`src/rtl/msu_pkg.sv`:
```
// Shared types and defaults for the modular-squaring sequencer.
package msu_pkg;

   localparam int TotalWordBits  = 16;
   localparam int DefLoopLatency = 2;
   localparam int DefIterBits    = 32;

   typedef enum logic [1:0] {
      IDLE = 2'd0,
      LOAD = 2'd1,
      RUN  = 2'd2
   } msu_seq_state_e;

endpackage

```
`src/rtl/msu_seq_chan.sv`:
```
// One squaring chain: state, remaining count, latched start value and
// issue/complete requests. Requests are only raised when this channel owns
// the current slot, so the top level never sees two active channels at once.
module msu_seq_chan
   import msu_pkg::*;
#(
   parameter int WordBits = TotalWordBits,
   parameter int IterBits = DefIterBits
) (
   input  logic                clk_i,
   input  logic                rst_ni,
   input  logic                slot_hit_i,
   input  logic                start_i,
   input  logic                abort_i,
   input  logic [IterBits-1:0] iter_i,
   input  logic [WordBits-1:0] sq_nr_i,
   input  logic [WordBits-1:0] sq_r_i,
   input  logic [WordBits-1:0] dp_nr_i,
   input  logic [WordBits-1:0] dp_r_i,
   output logic                busy_o,
   output logic                issue_o,
   output logic                done_o,
   output logic [WordBits-1:0] op_nr_o,
   output logic [WordBits-1:0] op_r_o
);

   msu_seq_state_e      state_q, state_d;
   logic [IterBits-1:0] rem_q, rem_d;
   logic [WordBits-1:0] in_nr_q, in_r_q;
   logic                load_en;

   // A start is only taken by an idle channel and loses to an abort.
   assign load_en = (state_q == IDLE) && start_i && !abort_i;
   assign busy_o  = (state_q != IDLE);

   // Next state, remaining count, and the operand offered to the top level.
   always_comb begin
      state_d = state_q;
      rem_d   = rem_q;
      issue_o = 1'b0;
      done_o  = 1'b0;
      op_nr_o = in_nr_q;
      op_r_o  = in_r_q;
      case (state_q)
         IDLE: begin
            if (start_i) begin
               state_d = LOAD;
               rem_d   = iter_i;
            end
         end
         LOAD: begin
            if (slot_hit_i) begin
               if (rem_q == '0) begin
                  done_o  = 1'b1;
                  state_d = IDLE;
               end else begin
                  issue_o = 1'b1;
                  state_d = RUN;
               end
            end
         end
         RUN: begin
            if (slot_hit_i) begin
               // The datapath return of our previous issue is due right now.
               op_nr_o = dp_nr_i;
               op_r_o  = dp_r_i;
               rem_d   = rem_q - IterBits'(1);
               if (rem_q == IterBits'(1)) begin
                  done_o  = 1'b1;
                  state_d = IDLE;
               end else begin
                  issue_o = 1'b1;
               end
            end
         end
         default: state_d = IDLE;
      endcase
      // Abort wins over everything, including a completion in this cycle.
      if (abort_i) begin
         state_d = IDLE;
         rem_d   = '0;
         issue_o = 1'b0;
         done_o  = 1'b0;
      end
   end

   // Channel state and remaining count.
   always_ff @(posedge clk_i or negedge rst_ni) begin
      if (!rst_ni) begin
         state_q <= IDLE;
         rem_q   <= '0;
      end else begin
         state_q <= state_d;
         rem_q   <= rem_d;
      end
   end

   // Start value register; data only, so it carries no reset.
   always_ff @(posedge clk_i) begin
      if (load_en) begin
         in_nr_q <= sq_nr_i;
         in_r_q  <= sq_r_i;
      end
   end

endmodule

```
`src/rtl/msu_seq.sv`:
```
// Multi-channel iteration sequencer: interleaves independent squaring chains
// into the slots of the squarer/reducer loop, one slot per channel.
module msu_seq
   import msu_pkg::*;
#(
   parameter int WordBits    = TotalWordBits,
   parameter int LoopLatency = DefLoopLatency,
   parameter int Channels    = 2,
   parameter int IterBits    = DefIterBits,
   parameter int ChBits      = (Channels > 1) ? $clog2(Channels) : 1
) (
   input  logic                clk_i,
   input  logic                rst_ni,
   input  logic                start_i,
   input  logic [ChBits-1:0]   start_ch_i,
   input  logic [IterBits-1:0] iter_i,
   input  logic [WordBits-1:0] sq_nr_i,
   input  logic [WordBits-1:0] sq_r_i,
   input  logic                abort_i,
   input  logic [ChBits-1:0]   abort_ch_i,
   output logic [Channels-1:0] busy_o,
   output logic                dp_valid_o,
   output logic [WordBits-1:0] dp_nr_o,
   output logic [WordBits-1:0] dp_r_o,
   input  logic [WordBits-1:0] dp_nr_i,
   input  logic [WordBits-1:0] dp_r_i,
   output logic                res_valid_o,
   output logic [ChBits-1:0]   res_ch_o,
   output logic [WordBits-1:0] res_nr_o,
   output logic [WordBits-1:0] res_r_o
);

   localparam int SlotBits = (LoopLatency > 1) ? $clog2(LoopLatency) : 1;

   if (LoopLatency < 2 || Channels < 1 || Channels > LoopLatency) begin : g_param_err
      $error("msu_seq: need LoopLatency >= 2 and 1 <= Channels <= LoopLatency");
   end

   logic [SlotBits-1:0] slot_q;
   logic [Channels-1:0] issue, done;
   logic [WordBits-1:0] op_nr [Channels];
   logic [WordBits-1:0] op_r  [Channels];

   logic                issue_any, done_any;
   logic [WordBits-1:0] mux_nr, mux_r;
   logic [ChBits-1:0]   mux_ch;

   logic                dp_valid_q, res_valid_q;
   logic [WordBits-1:0] dp_nr_q, dp_r_q, res_nr_q, res_r_q;
   logic [ChBits-1:0]   res_ch_q;

   // Slot counter: channel c may only act while slot_q == c.
   always_ff @(posedge clk_i or negedge rst_ni) begin
      if (!rst_ni) begin
         slot_q <= '0;
      end else if (slot_q == SlotBits'(LoopLatency - 1)) begin
         slot_q <= '0;
      end else begin
         slot_q <= slot_q + SlotBits'(1);
      end
   end

   genvar gi;
   generate
      for (gi = 0; gi < Channels; gi++) begin : g_chan
         msu_seq_chan #(
            .WordBits (WordBits),
            .IterBits (IterBits)
         ) u_chan (
            .clk_i      (clk_i),
            .rst_ni     (rst_ni),
            .slot_hit_i (slot_q == SlotBits'(gi)),
            .start_i    (start_i && (start_ch_i == ChBits'(gi))),
            .abort_i    (abort_i && (abort_ch_i == ChBits'(gi))),
            .iter_i     (iter_i),
            .sq_nr_i    (sq_nr_i),
            .sq_r_i     (sq_r_i),
            .dp_nr_i    (dp_nr_i),
            .dp_r_i     (dp_r_i),
            .busy_o     (busy_o[gi]),
            .issue_o    (issue[gi]),
            .done_o     (done[gi]),
            .op_nr_o    (op_nr[gi]),
            .op_r_o     (op_r[gi])
         );
      end
   endgenerate

   // One-hot AND-OR mux: only the slot owner can raise a request.
   always_comb begin
      issue_any = 1'b0;
      done_any  = 1'b0;
      mux_nr    = '0;
      mux_r     = '0;
      mux_ch    = '0;
      for (int c = 0; c < Channels; c++) begin
         if (issue[c]) issue_any = 1'b1;
         if (issue[c] || done[c]) begin
            mux_nr = mux_nr | op_nr[c];
            mux_r  = mux_r | op_r[c];
         end
         if (done[c]) begin
            done_any = 1'b1;
            mux_ch   = mux_ch | ChBits'(c);
         end
      end
   end

   // Datapath issue and result registers; operands and results hold between events.
   always_ff @(posedge clk_i or negedge rst_ni) begin
      if (!rst_ni) begin
         dp_valid_q  <= 1'b0;
         dp_nr_q     <= '0;
         dp_r_q      <= '0;
         res_valid_q <= 1'b0;
         res_ch_q    <= '0;
         res_nr_q    <= '0;
         res_r_q     <= '0;
      end else begin
         dp_valid_q  <= issue_any;
         res_valid_q <= done_any;
         if (issue_any) begin
            dp_nr_q <= mux_nr;
            dp_r_q  <= mux_r;
         end
         if (done_any) begin
            res_ch_q <= mux_ch;
            res_nr_q <= mux_nr;
            res_r_q  <= mux_r;
         end
      end
   end

   assign dp_valid_o  = dp_valid_q;
   assign dp_nr_o     = dp_nr_q;
   assign dp_r_o      = dp_r_q;
   assign res_valid_o = res_valid_q;
   assign res_ch_o    = res_ch_q;
   assign res_nr_o    = res_nr_q;
   assign res_r_o     = res_r_q;

endmodule

```
`config.mk`:
```
export PLATFORM = sky130hd
export DESIGN_NAME = msu_seq
export DESIGN_NICKNAME = d
export VERILOG_FILES = /design/src/rtl/msu_pkg.sv /design/src/rtl/msu_seq_chan.sv /design/src/rtl/msu_seq.sv
export SDC_FILE = /design/constraint.sdc
export NUM_CORES = 1
export LEC_CHECK = 0
export BUFFER_PORTS_ARGS = -buffer_cell sky130_fd_sc_hd__buf_4
export CAP_MARGIN = 25
export CORE_AREA = 2 2 212 214
export CTS_CLUSTER_DIAMETER = 150
export DETAILED_ROUTE_END_ITERATION = 10
export DIE_AREA = 0 0 214 216
export PLACE_DENSITY = 0.41
export SYNTH_ARGS = -nofsm -noshare
export SYNTH_HDL_FRONTEND = slang
export SYNTH_HIERARCHICAL = 1
export SYNTH_SLANG_ARGS = --single-unit
```
`constraint.sdc`:
```
create_clock -name clk_i -period 5.1 [get_ports clk_i]
set_input_delay 1.02 -clock clk_i [delete_from_list [all_inputs] [get_ports clk_i]]
set_output_delay 1.02 -clock clk_i [all_outputs]
set_load 0.02 [all_outputs]
```
Word-level counts from Yosys, hierarchy flattened --
Cells that the tools add are included. W data, S select, Z words.
Operators by class: bitwise gates (word level) 4, divide/modulo/power cells 0, add/sub/neg operators 3, eq/ne operators 14, mux-type cells 64, reduce and logical (&&, ||, !) cells 24, multipliers 0, $lt $le $gt $ge 0, shift-type cells 0
Operators with widths (number):
- $mux W16 | 12
- $mux W32 | 6
- $pmux W32 S2 | 2
- $eq A32 B1 Y1 const B | 2
- $logic_not A32 Y1 | 2
- $sub A32 B1 Y32 const B | 2
- $or A16 B16 Y16 | 2
- $mux W1 | 26
- $mux W2 | 12
- $ne A3 B1 Y1 const B | 4
- $ne A3 B2 Y1 const B | 4
- $pmux W2 S3 | 2
- $logic_and A1 B1 Y1 | 8
- $pmux W1 S2 | 4
- $reduce_and A4 Y1 | 2
- $reduce_and A3 Y1 | 2
- $reduce_bool A3 Y1 | 2
- $eq A2 B1 Y1 const B | 2
- $eq A2 B2 Y1 const B | 2
- $logic_not A2 Y1 | 2
- $reduce_bool A2 Y1 | 2
- $logic_not A1 Y1 | 2
- $logic_or A1 B1 Y1 | 2
- $not A1 Y1 | 2
- $add A1 B1 Y1 const B | 1
Word-level totals: ROM bits 0, output and inout port bits 69, bits in latches 0, bits in registers 200, memories kept 0, bits in writable memories 0, word-level logic and storage cells 125

Depth between registers and ports, before layout --
Gate-level depths: netlist (run 1).
depth in word-level cells 9, gate-level depth with buffers 13

Hierarchy --
The synthesis (run 1) kept the hierarchy.
By module, submodules not included:
- msu_seq_chan (g_chan[0].u_chan) | area each 3935.0 µm², instances 1, cells an instance 377
- msu_seq_chan (g_chan[1].u_chan) | area each 3896.2 µm², instances 1, cells an instance 387
- msu_seq | area each 2991.6 µm², instances 1, cells an instance 305

Worst setup path after synthesis (run 1) --
Ideal clock, no wire load.
path type input port to flip-flop, start point input abort_i, end point register g_chan[0].u_chan.in_nr_q[0] (enable), slack 0.628 ns, path buffers 2, data required time 4.632 ns, stages 4, library setup time 0.468 ns, data arrival time 4.004 ns, cell sequence nor2b_1 -> clkbuf_1 -> clkbuf_1 -> nor3b_1
Between the ends: word-level cells in the longest chain between the ends 3
Ends and longest elaborated chain:
- start, declared | RTL line msu_seq.sv:19 | input logic abort_i,
- $logic_and A1 B1 Y1 | RTL line msu_seq.sv:74 | .abort_i (abort_i && (abort_ch_i == ChBits'(gi))),
- $logic_not A1 Y1 | RTL line msu_seq_chan.sv:33 | assign load_en = (state_q == IDLE) && start_i && !abort_i;
- $logic_and A1 B1 Y1 | RTL line msu_seq_chan.sv:33
- net g_chan[0].u_chan.load_en | RTL line msu_seq_chan.sv:30 | logic load_en;
- end signal, assigned | RTL line msu_seq_chan.sv:101 | in_nr_q <= sq_nr_i;
- end, declared | RTL line msu_seq_chan.sv:29 | logic [WordBits-1:0] in_nr_q, in_r_q;
The timed path passes the listed nets, and every way through them passes these cells. A chain may end at the register's enable or synchronous reset.

Worst setup path after layout (run 1) --
start point register g_chan[0].u_chan.rem_q[4], end point register res_nr_q[4] (netlist: res_nr_o[4])
Between the ends: word-level cells in the longest chain between the ends 9, elaborated cells on any way between the ends 20
Ends and longest elaborated chain:
- start, declared | RTL line msu_seq_chan.sv:28 | logic [IterBits-1:0] rem_q, rem_d;
- start signal, assigned | RTL line msu_seq_chan.sv:94 | rem_q <= rem_d;
- $eq A32 B1 Y1 / $logic_not A32 Y1 (equally long branches) | RTL line msu_seq_chan.sv:68, msu_seq_chan.sv:53
- $mux W1 (on tied branches) | RTL line msu_seq_chan.sv:68, msu_seq_chan.sv:53
- $mux W1 (on tied branches) | RTL line msu_seq_chan.sv:63, msu_seq_chan.sv:52
- $pmux W1 S2 (*) | RTL line msu_seq_chan.sv:44 | case (state_q)
- $mux W1 (*) | RTL line msu_seq_chan.sv:79 | if (abort_i) begin
- net done[0] | RTL line msu_seq.sv:40 | logic [Channels-1:0] issue, done;
- $logic_or A1 B1 Y1 | RTL line msu_seq.sv:98 | if (issue[c] || done[c]) begin
- $mux W16 | RTL line msu_seq.sv:98
- $or A16 B16 Y16 | RTL line msu_seq.sv:99 | mux_nr = mux_nr | op_nr[c];
- $mux W16 | RTL line msu_seq.sv:98
- end signal, assigned | RTL line msu_seq.sv:128 | res_nr_q <= mux_nr;
- end, declared | RTL line msu_seq.sv:49 | logic [WordBits-1:0] dp_nr_q, dp_r_q, res_nr_q, res_r_q;
Mark *: on every way through the listed nets, which the timed path passes. The rest lies on a longest branch.

==> impl_summary.txt, run 1 <==
----------------------------------------------------
[Critical path]
  Kind of start point of the critical path ... register
  Worst-case register-to-register setup slack ... 1260 ps
  Startpoint of the lowest-slack register-to-register path ... g_chan[0].u_chan/rem_q[4]
  Biggest fanout along the worst timing path ... 33
  Startpoint of the most critical setup path ... g_chan[0].u_chan/rem_q[4]
  Crit path DAT ... 4170 ps
  Worst setup path category ... register to register
  Endpoint type of the worst setup path ... register
  Worst EP required ... 5430 ps

[Detailed routing]
  Number of vias after detailed routing ... 9,189
  Post-DR wirelength/cell ... 21.3 um
  DR DRC count ... 0
  Drt initial violations ... 669
  Routed via count divided by cell count ... 5.12
  Routed wire length ... 38,200 um
  Router iterations before antenna repair ... 5
  Count of antenna-violating nets left after detailed routing ... 0

[Synthesis]
  Async set-reset flop share out of synthesis ... 68.0%
  Synth top cells by count ... sky130_fd_sc_hd__dfrtp_1, sky130_fd_sc_hd__o21ai_0, sky130_fd_sc_hd__nor3_1
  Number of warnings issued by yosys ... 6
  Portion of synthesized cell area occupied by the leading cell type ... 31.4%
  Most area-consuming cells after synthesis ... sky130_fd_sc_hd__dfrtp_1, sky130_fd_sc_hd__edfxtp_1, sky130_fd_sc_hd__mux2_2, sky130_fd_sc_hd__o21ai_0, sky130_fd_sc_hd__nor3_1
  Synthesized netlist cell count ... 1,069
  Prevailing post-synth register cell ... sky130_fd_sc_hd__dfrtp_1
  Number of synthesized register bits ... 200
  Post-synthesis area per instance ... 10.1 sq um
  Most common cell in the netlist ... sky130_fd_sc_hd__dfrtp_1
  Distinct cell type count after synthesis ... 74
  Cell taking the most area after synthesis ... sky130_fd_sc_hd__dfrtp_1
  Number of enable-type register cells in the synthesized netlist ... 64
  Net count of the mapped netlist ... 1,181
  Register area share after synthesis ... 49.2%
  Cell area after technology mapping ... 10,800 sq um

[Timing]
  Share of the clock period used by the worst path ... 75.3%
  Hold Worst Slack ... 501 ps
  Final total negative setup slack ... 0 ps
  Max Transition Viols Final ... 0
  Max Clk Rate ... 260 MHz
  Number of endpoints failing setup at the final stage ... 0
  Setup repair after global routing missed its margin ... no
  Worst slew slack as a fraction of its limit ... 37.7%
  Setup clock skew after layout ... 16.0 ps
  Slew @ Worst Pin ... 932 ps
  Final critical delay including setup and external delays ... 3840 ps
  Hold violation total from the final report ... 0

[Finish]
  NumNets Final ... 1,300
  Area growth from synthesis to final layout ... 22.3%
  Fraction of layout cells with a size suffix above 1 ... 26.8%
  Number of antenna cells inserted ... 0
  Post-layout util ... 30.2%

[Die]
  Core Rows ... 77
  Top Ports ... 171
  Height of the die ... 216 um
  Die area ... 46,200 sq um
  Total core area ... 43,800 sq um
  Die width ... 214 um
  Initial standard-cell utilization of the core ... 24.7%

[Global routing]
  Vias in the first global route ... 9,056
  Overflow left after global routing ... 0
  Antenna violations before repair ... 0
  Maximum number of pins on one net before global-route repair ... 66
  First-pass GRT wire length ... 58,300 um
  Tot GR Track Use ... 16.6%

[Clocking]
  Worst-skew pair later-pin latency ... 480 ps
  Total clock sinks ... 200
  Hold Buf Count CTS ... 0
  CTS Buffer Depth ... 2
  Post-CTS Resized ... 0
  Number of buffers created by CTS ... 17
  Clk root buf ... sky130_fd_sc_hd__clkbuf_16
  TritonCTS clock tree ... yes
  Total number of H-tree levels ... 4
  CTS clock-pin slew for the worst setup and hold paths ... 80 ps
  Total setup buffers inserted after CTS ... 0

[Placement]
  RD Place Congestion ... 0.798
  Number of port buffers ... 170
  Placed wire-length estimate ... 25,200 um

[Power]
  Pwr/cell area ... 539 nW/um^2
  Worst VDD drop ... 0.222 mV
  Reported leakage power ... 5.13 nW

[Flow run]
  Max-Cap Viols ... 0

[Min path]
  Worst hold path type ... register to register
  Startpoint of the tightest hold check path ... g_chan[0].u_chan/rem_q[15]

[Status]
  Outcome ... finished, final reports clean

----------------------------------------------------
state kept, by name (all words and copies together) (netlist names):
signal,flops
g_chan.u_chan/state_q,4
res_valid_o,1
g_chan.u_chan/in_r_q,32
g_chan.u_chan/in_nr_q,32
dp_valid_o,1
res_r_o,16
slot_q,1
g_chan.u_chan/rem_q,64
res_nr_o,16
dp_r_o,16
dp_nr_o,16
res_ch_o,1
cell usage in the layout (no fill, tap or decap), types with 4 or more instances in the layout:
master,n
sky130_fd_sc_hd__a2111oi_0,6
sky130_fd_sc_hd__a211oi_1,7
sky130_fd_sc_hd__a21o_1,8
sky130_fd_sc_hd__a21oi_1,39
sky130_fd_sc_hd__a22oi_1,34
sky130_fd_sc_hd__a31oi_1,70
sky130_fd_sc_hd__and2_1,8
sky130_fd_sc_hd__and3_1,6
sky130_fd_sc_hd__buf_4,191
sky130_fd_sc_hd__clkbuf_16,17
sky130_fd_sc_hd__dfrtp_1,136
sky130_fd_sc_hd__edfxtp_1,64
sky130_fd_sc_hd__ha_1,10
sky130_fd_sc_hd__inv_1,22
sky130_fd_sc_hd__inv_8,4
sky130_fd_sc_hd__mux2_2,67
sky130_fd_sc_hd__mux2i_1,20
sky130_fd_sc_hd__nand2_1,37
sky130_fd_sc_hd__nand2b_1,8
sky130_fd_sc_hd__nand3_1,18
sky130_fd_sc_hd__nor2_1,55
sky130_fd_sc_hd__nor2b_1,9
sky130_fd_sc_hd__nor3_1,92
sky130_fd_sc_hd__nor3_2,4
sky130_fd_sc_hd__nor3b_1,7
sky130_fd_sc_hd__nor4_1,29
sky130_fd_sc_hd__nor4_2,4
sky130_fd_sc_hd__o21ai_0,97
sky130_fd_sc_hd__o21ai_1,4
sky130_fd_sc_hd__o22ai_1,14
sky130_fd_sc_hd__or3_1,11
sky130_fd_sc_hd__or4_1,17
power by group:
group	leakage, nW	internal, mW	switching (mW)
Combinational	2.51	1.21	2.04
Sequential	2.34	2.09	0.409
Clock	0.279	0.672	0.712
critical path: stages, from the launching register on:
cell                       delay, ps
sky130_fd_sc_hd__dfrtp_1         460
sky130_fd_sc_hd__or4_1           690
sky130_fd_sc_hd__nor4_2          640
sky130_fd_sc_hd__nand4_1         160
sky130_fd_sc_hd__a21boi_1        240
sky130_fd_sc_hd__and4b_2         750
sky130_fd_sc_hd__or2_1           180
sky130_fd_sc_hd__buf_4           400
sky130_fd_sc_hd__a31oi_1         150
final timing paths:
kind	to	cells after the start
max in group asynchronous	dp_r_o[3]	2
worst max register to register	res_nr_o[4]	8
worst min register to register	g_chan[0].u_chan/rem_q[15]	2
worst min-delay path	g_chan[0].u_chan/rem_q[15]	2
min in group asynchronous	g_chan[0].u_chan/rem_q[3]	1
worst max-delay path	res_nr_o[4]	8
layout make-up:
class	instances	area, sq um
Fill cell	4593	30600
Sequential cell	200	5330
Multi-Input combinational cell	754	5050
Timing Repair Buffer	193	1470
Tap cell	592	741
Clock buffer	21	460
Clock inverter	11	109
Inverter	22	82.6
cells by family (layout without fill, tap and decap cells):
logic type	after synthesis	count (layout)	share of synthesized area (%)
compound gates	318	318	18.5
fa+ha+maj	10	10	1.16
buf+inv	115	247	4.57
flops	200	200	49.2
mux	87	87	8.82
simple gates	339	339	17.8
metrics by stage:
| step | area, sq um | power, mW | cells | setup slack, ps |
|---|---|---|---|---|
| 4_1_cts | 13200 | 7.22 | 1793 | 1230 |
| 2_1_floorplan | 10800 | 4.64 | 1069 | 628 |
| 6_report | 13200 | 7.14 | 1793 | 1260 |
| 5_1_grt | 13200 | 7.66 | 1793 | 922 |
| 3_5_place_dp | 12700 | 5.80 | 1761 | 1240 |
| 3_3_place_gp | 12700 | 5.79 | 1761 | 1300 |
layer usage:
layer  GRT usage [%]  up-vias  part of all wire [%]
met5               0        -                     0
met4            5.69        0                   2.0
met3            4.90       38                   6.4
met2            25.4      220                    45
met1            22.3     4595                    46
li1                -     4336                     -
Note: power is estimated with default switching activity, not from simulation.
==> inputs of run 2 (changes only) <==
Clock period 5.1 ns to 3.9 ns, I/O delays scaled along.
==> run 2 against run 1 <==
Clock-buffer cell count decreased by 3. Sequential share of layout area is 0.53 points lower. Die area unchanged.
==> impl_summary.txt, run 2 (same netlist as run 1, synthesis figures left out) <==
----------------------------------------------------
[Status]
  Outcome ... finished, final reports clean

[Power]
  Internal power ... 5.29 mW
  Clock share of power ... 19.7%
  Part of the total power dissipated in sequential elements ... 34.5%
  Switching pwr ... 4.19 mW
  Worst VDD drop ... 0.262 mV
  Pwr/cell area ... 707 nW/um^2
  Net Sw Frac ... 44.2%
  Total design power ... 9.48 mW
  Reported leakage power ... 5.22 nW
  Combinational Power Share ... 45.7%

[Die]
  Die width ... 214 um
  Top Ports ... 171
  Die area ... 46,200 sq um
  Initial standard-cell utilization of the core ... 24.7%
  Height of the die ... 216 um
  Core Rows ... 77
  Total core area ... 43,800 sq um

[Global routing]
  Maximum number of pins on one net before global-route repair ... 85
  Met3 Track Usage GR ... 4.59%
  Tot GR Track Use ... 16.8%
  Global-route met1 utilization ... 22.8%
  GR Layer Usage met2 ... 26.0%
  Top Usage Layer GRT ... met2
  First-pass GRT wire length ... 59,100 um
  Antenna violations before repair ... 1
  Overflow left after global routing ... 0
  Vias in the first global route ... 9,072

[Clocking]
  CTS clock-pin slew for the worst setup and hold paths ... 90 ps
  CTS Buffer Depth ... 2
  Total clock sinks ... 200
  TritonCTS clock tree ... yes
  Worst-skew pair later-pin latency ... 490 ps
  Total number of H-tree levels ... 4
  Number of buffers created by CTS ... 17
  Clk root buf ... sky130_fd_sc_hd__clkbuf_16
  Total setup buffers inserted after CTS ... 0
  Hold Buf Count CTS ... 0
  Post-CTS Resized ... 0

[Critical path]
  Worst EP required ... 4310 ps
  Biggest fanout along the worst timing path ... 40
  Endpoint type of the worst setup path ... register
  Slowest cell delay on critical path ... 770 ps
  Worst setup path category ... register to register
  Top delay family on crit path ... simple AND/OR/NAND/NOR gates
  Reg-to-reg critical path endpoint ... dp_r_o[6]
  Kind of start point of the critical path ... register
  Buffers & Inverters on Critical Path ... 1
  R2R depth ... 8
  Startpoint of the lowest-slack register-to-register path ... g_chan[0].u_chan/rem_q[28]
  Worst-case register-to-register setup slack ... 360 ps
  Crit path DAT ... 3960 ps
  Series of cell instances along the critical path ... nor4_1 > nor4bb_1 > nand3_1 > a21boi_1 > and4b_2 > buf_12 > o21ai_0 > a31oi_1
  Max stage delay cell, worst path ... sky130_fd_sc_hd__nor4_1

[Placement]
  RD Place Congestion ... 0.782
  Placed wire-length estimate ... 25,700 um
  Placed cell count ... 1,774
  Number of port buffers ... 170

[Timing]
  Number of endpoints failing setup at the final stage ... 0
  Share of the clock period used by the worst path ... 90.8%
  Hold violation total from the final report ... 0
  Worst slew slack as a fraction of its limit ... 39.7%
  Max Transition Viols Final ... 0
  Setup repair after global routing missed its margin ... no
  Slew @ Worst Pin ... 905 ps
  Final critical delay including setup and external delays ... 3540 ps
  Setup clock skew after layout ... 18.4 ps
  Final total negative setup slack ... 0 ps
  Max Clk Rate ... 282 MHz
  Hold Worst Slack ... 346 ps

[Finish]
  Fraction of layout cells with a size suffix above 1 ... 27.7%
  Most frequent standard cell in the layout excluding fill and tap cells ... sky130_fd_sc_hd__buf_4
  Area growth from synthesis to final layout ... 23.9%
  Most flops, register ... g_chan.u_chan/rem_q
  Number of filler cells placed in the layout ... 4,566
  Layout Cells excl Fill ... 1,808
  Commonest non-fill, non-tap cells in the layout ... sky130_fd_sc_hd__buf_4, sky130_fd_sc_hd__dfrtp_1, sky130_fd_sc_hd__o21ai_0
  Footprint of the multi-input gates ... 5060 sq um
  Number of flip-flops in the largest register ... 64
  NumNets Final ... 1,313
  Register area ... 5330 sq um
  Biggest registers after layout ... g_chan.u_chan/rem_q: 64 flops, g_chan.u_chan/in_nr_q: 32 flops, g_chan.u_chan/in_r_q: 32 flops

[Min path]
  Worst hold path type ... input pin to asynchronous set/reset pin

[Detailed routing]
  Routed via count divided by cell count ... 5.11
  Count of antenna-violating nets left after detailed routing ... 0
  Drt initial violations ... 708
  Routed wire length ... 38,500 um
  DR DRC count ... 0
  Post-DR wirelength/cell ... 21.3 um
  Router iterations before antenna repair ... 5
  Number of vias after detailed routing ... 9,230

[Flow run]
  Max-Cap Viols ... 0

----------------------------------------------------
[run 2: metal layers]
| layer | vias up | share of wire, % |
|---|---|---|
| li1 | 4365 | - |
| met1 | 4618 | 46 |
| met2 | 219 | 46 |
| met3 | 28 | 6.2 |
| met4 | 0 | 1.5 |
| met5 | - | 0 |
[run 2: cell type report]
class	instances	area share, %
diodes	2	0.0373
clock buffers	18	3.20
clock inverters	14	1.18
inverters	22	0.616
multi-input cells	754	37.7
flip-flops and latches	200	39.7
well taps	592	5.52
repair buffers	206	12.0
[run 2: power groups by stage]
stage / clock network [mW] / logic [mW] / registers, mW
global route: 2.01 / 4.78 / 3.37
CTS: 1.93 / 4.37 / 3.27
finish: 1.87 / 4.34 / 3.27
floorplan: 0 / 2.71 / 3.35
detailed placement: 0 / 4.36 / 3.30
global placement: 0 / 4.36 / 3.31
[run 2: how the worst max path moves through the flow]
stage                                       end  depth (start not counted)                        from  slack (ps)
floorplan           g_chan[0].u_chan/in_nr_q[0]                          4                     abort_i         810
global placement                      dp_r_o[5]                          8  g_chan[0].u_chan/rem_q[28]         490
detailed placement                    dp_r_o[6]                          8  g_chan[0].u_chan/rem_q[28]         490
CTS                                   dp_r_o[6]                          8   g_chan[0].u_chan/rem_q[4]         460
global route                       res_nr_o[11]                          8  g_chan[0].u_chan/rem_q[28]         180
finish                                dp_r_o[6]                          8  g_chan[0].u_chan/rem_q[28]         360
[run 2: stage by stage]
step	area, sq um	worst slack (ps)	util, %
floorplan	10800	806	-
global placement	12800	486	29.2
detailed placement	12800	489	29.2
CTS	13400	462	30.6
global route	13400	179	30.6
finish	13400	358	30.6
[run 2: worst reg2reg max path, cell delays in order (launching register included)]
cell	delay, ps
sky130_fd_sc_hd__dfrtp_1	440
sky130_fd_sc_hd__nor4_1	770
sky130_fd_sc_hd__nor4bb_1	750
sky130_fd_sc_hd__nand3_1	140
sky130_fd_sc_hd__a21boi_1	240
sky130_fd_sc_hd__and4b_2	480
sky130_fd_sc_hd__buf_12	260
sky130_fd_sc_hd__o21ai_0	200
sky130_fd_sc_hd__a31oi_1	200
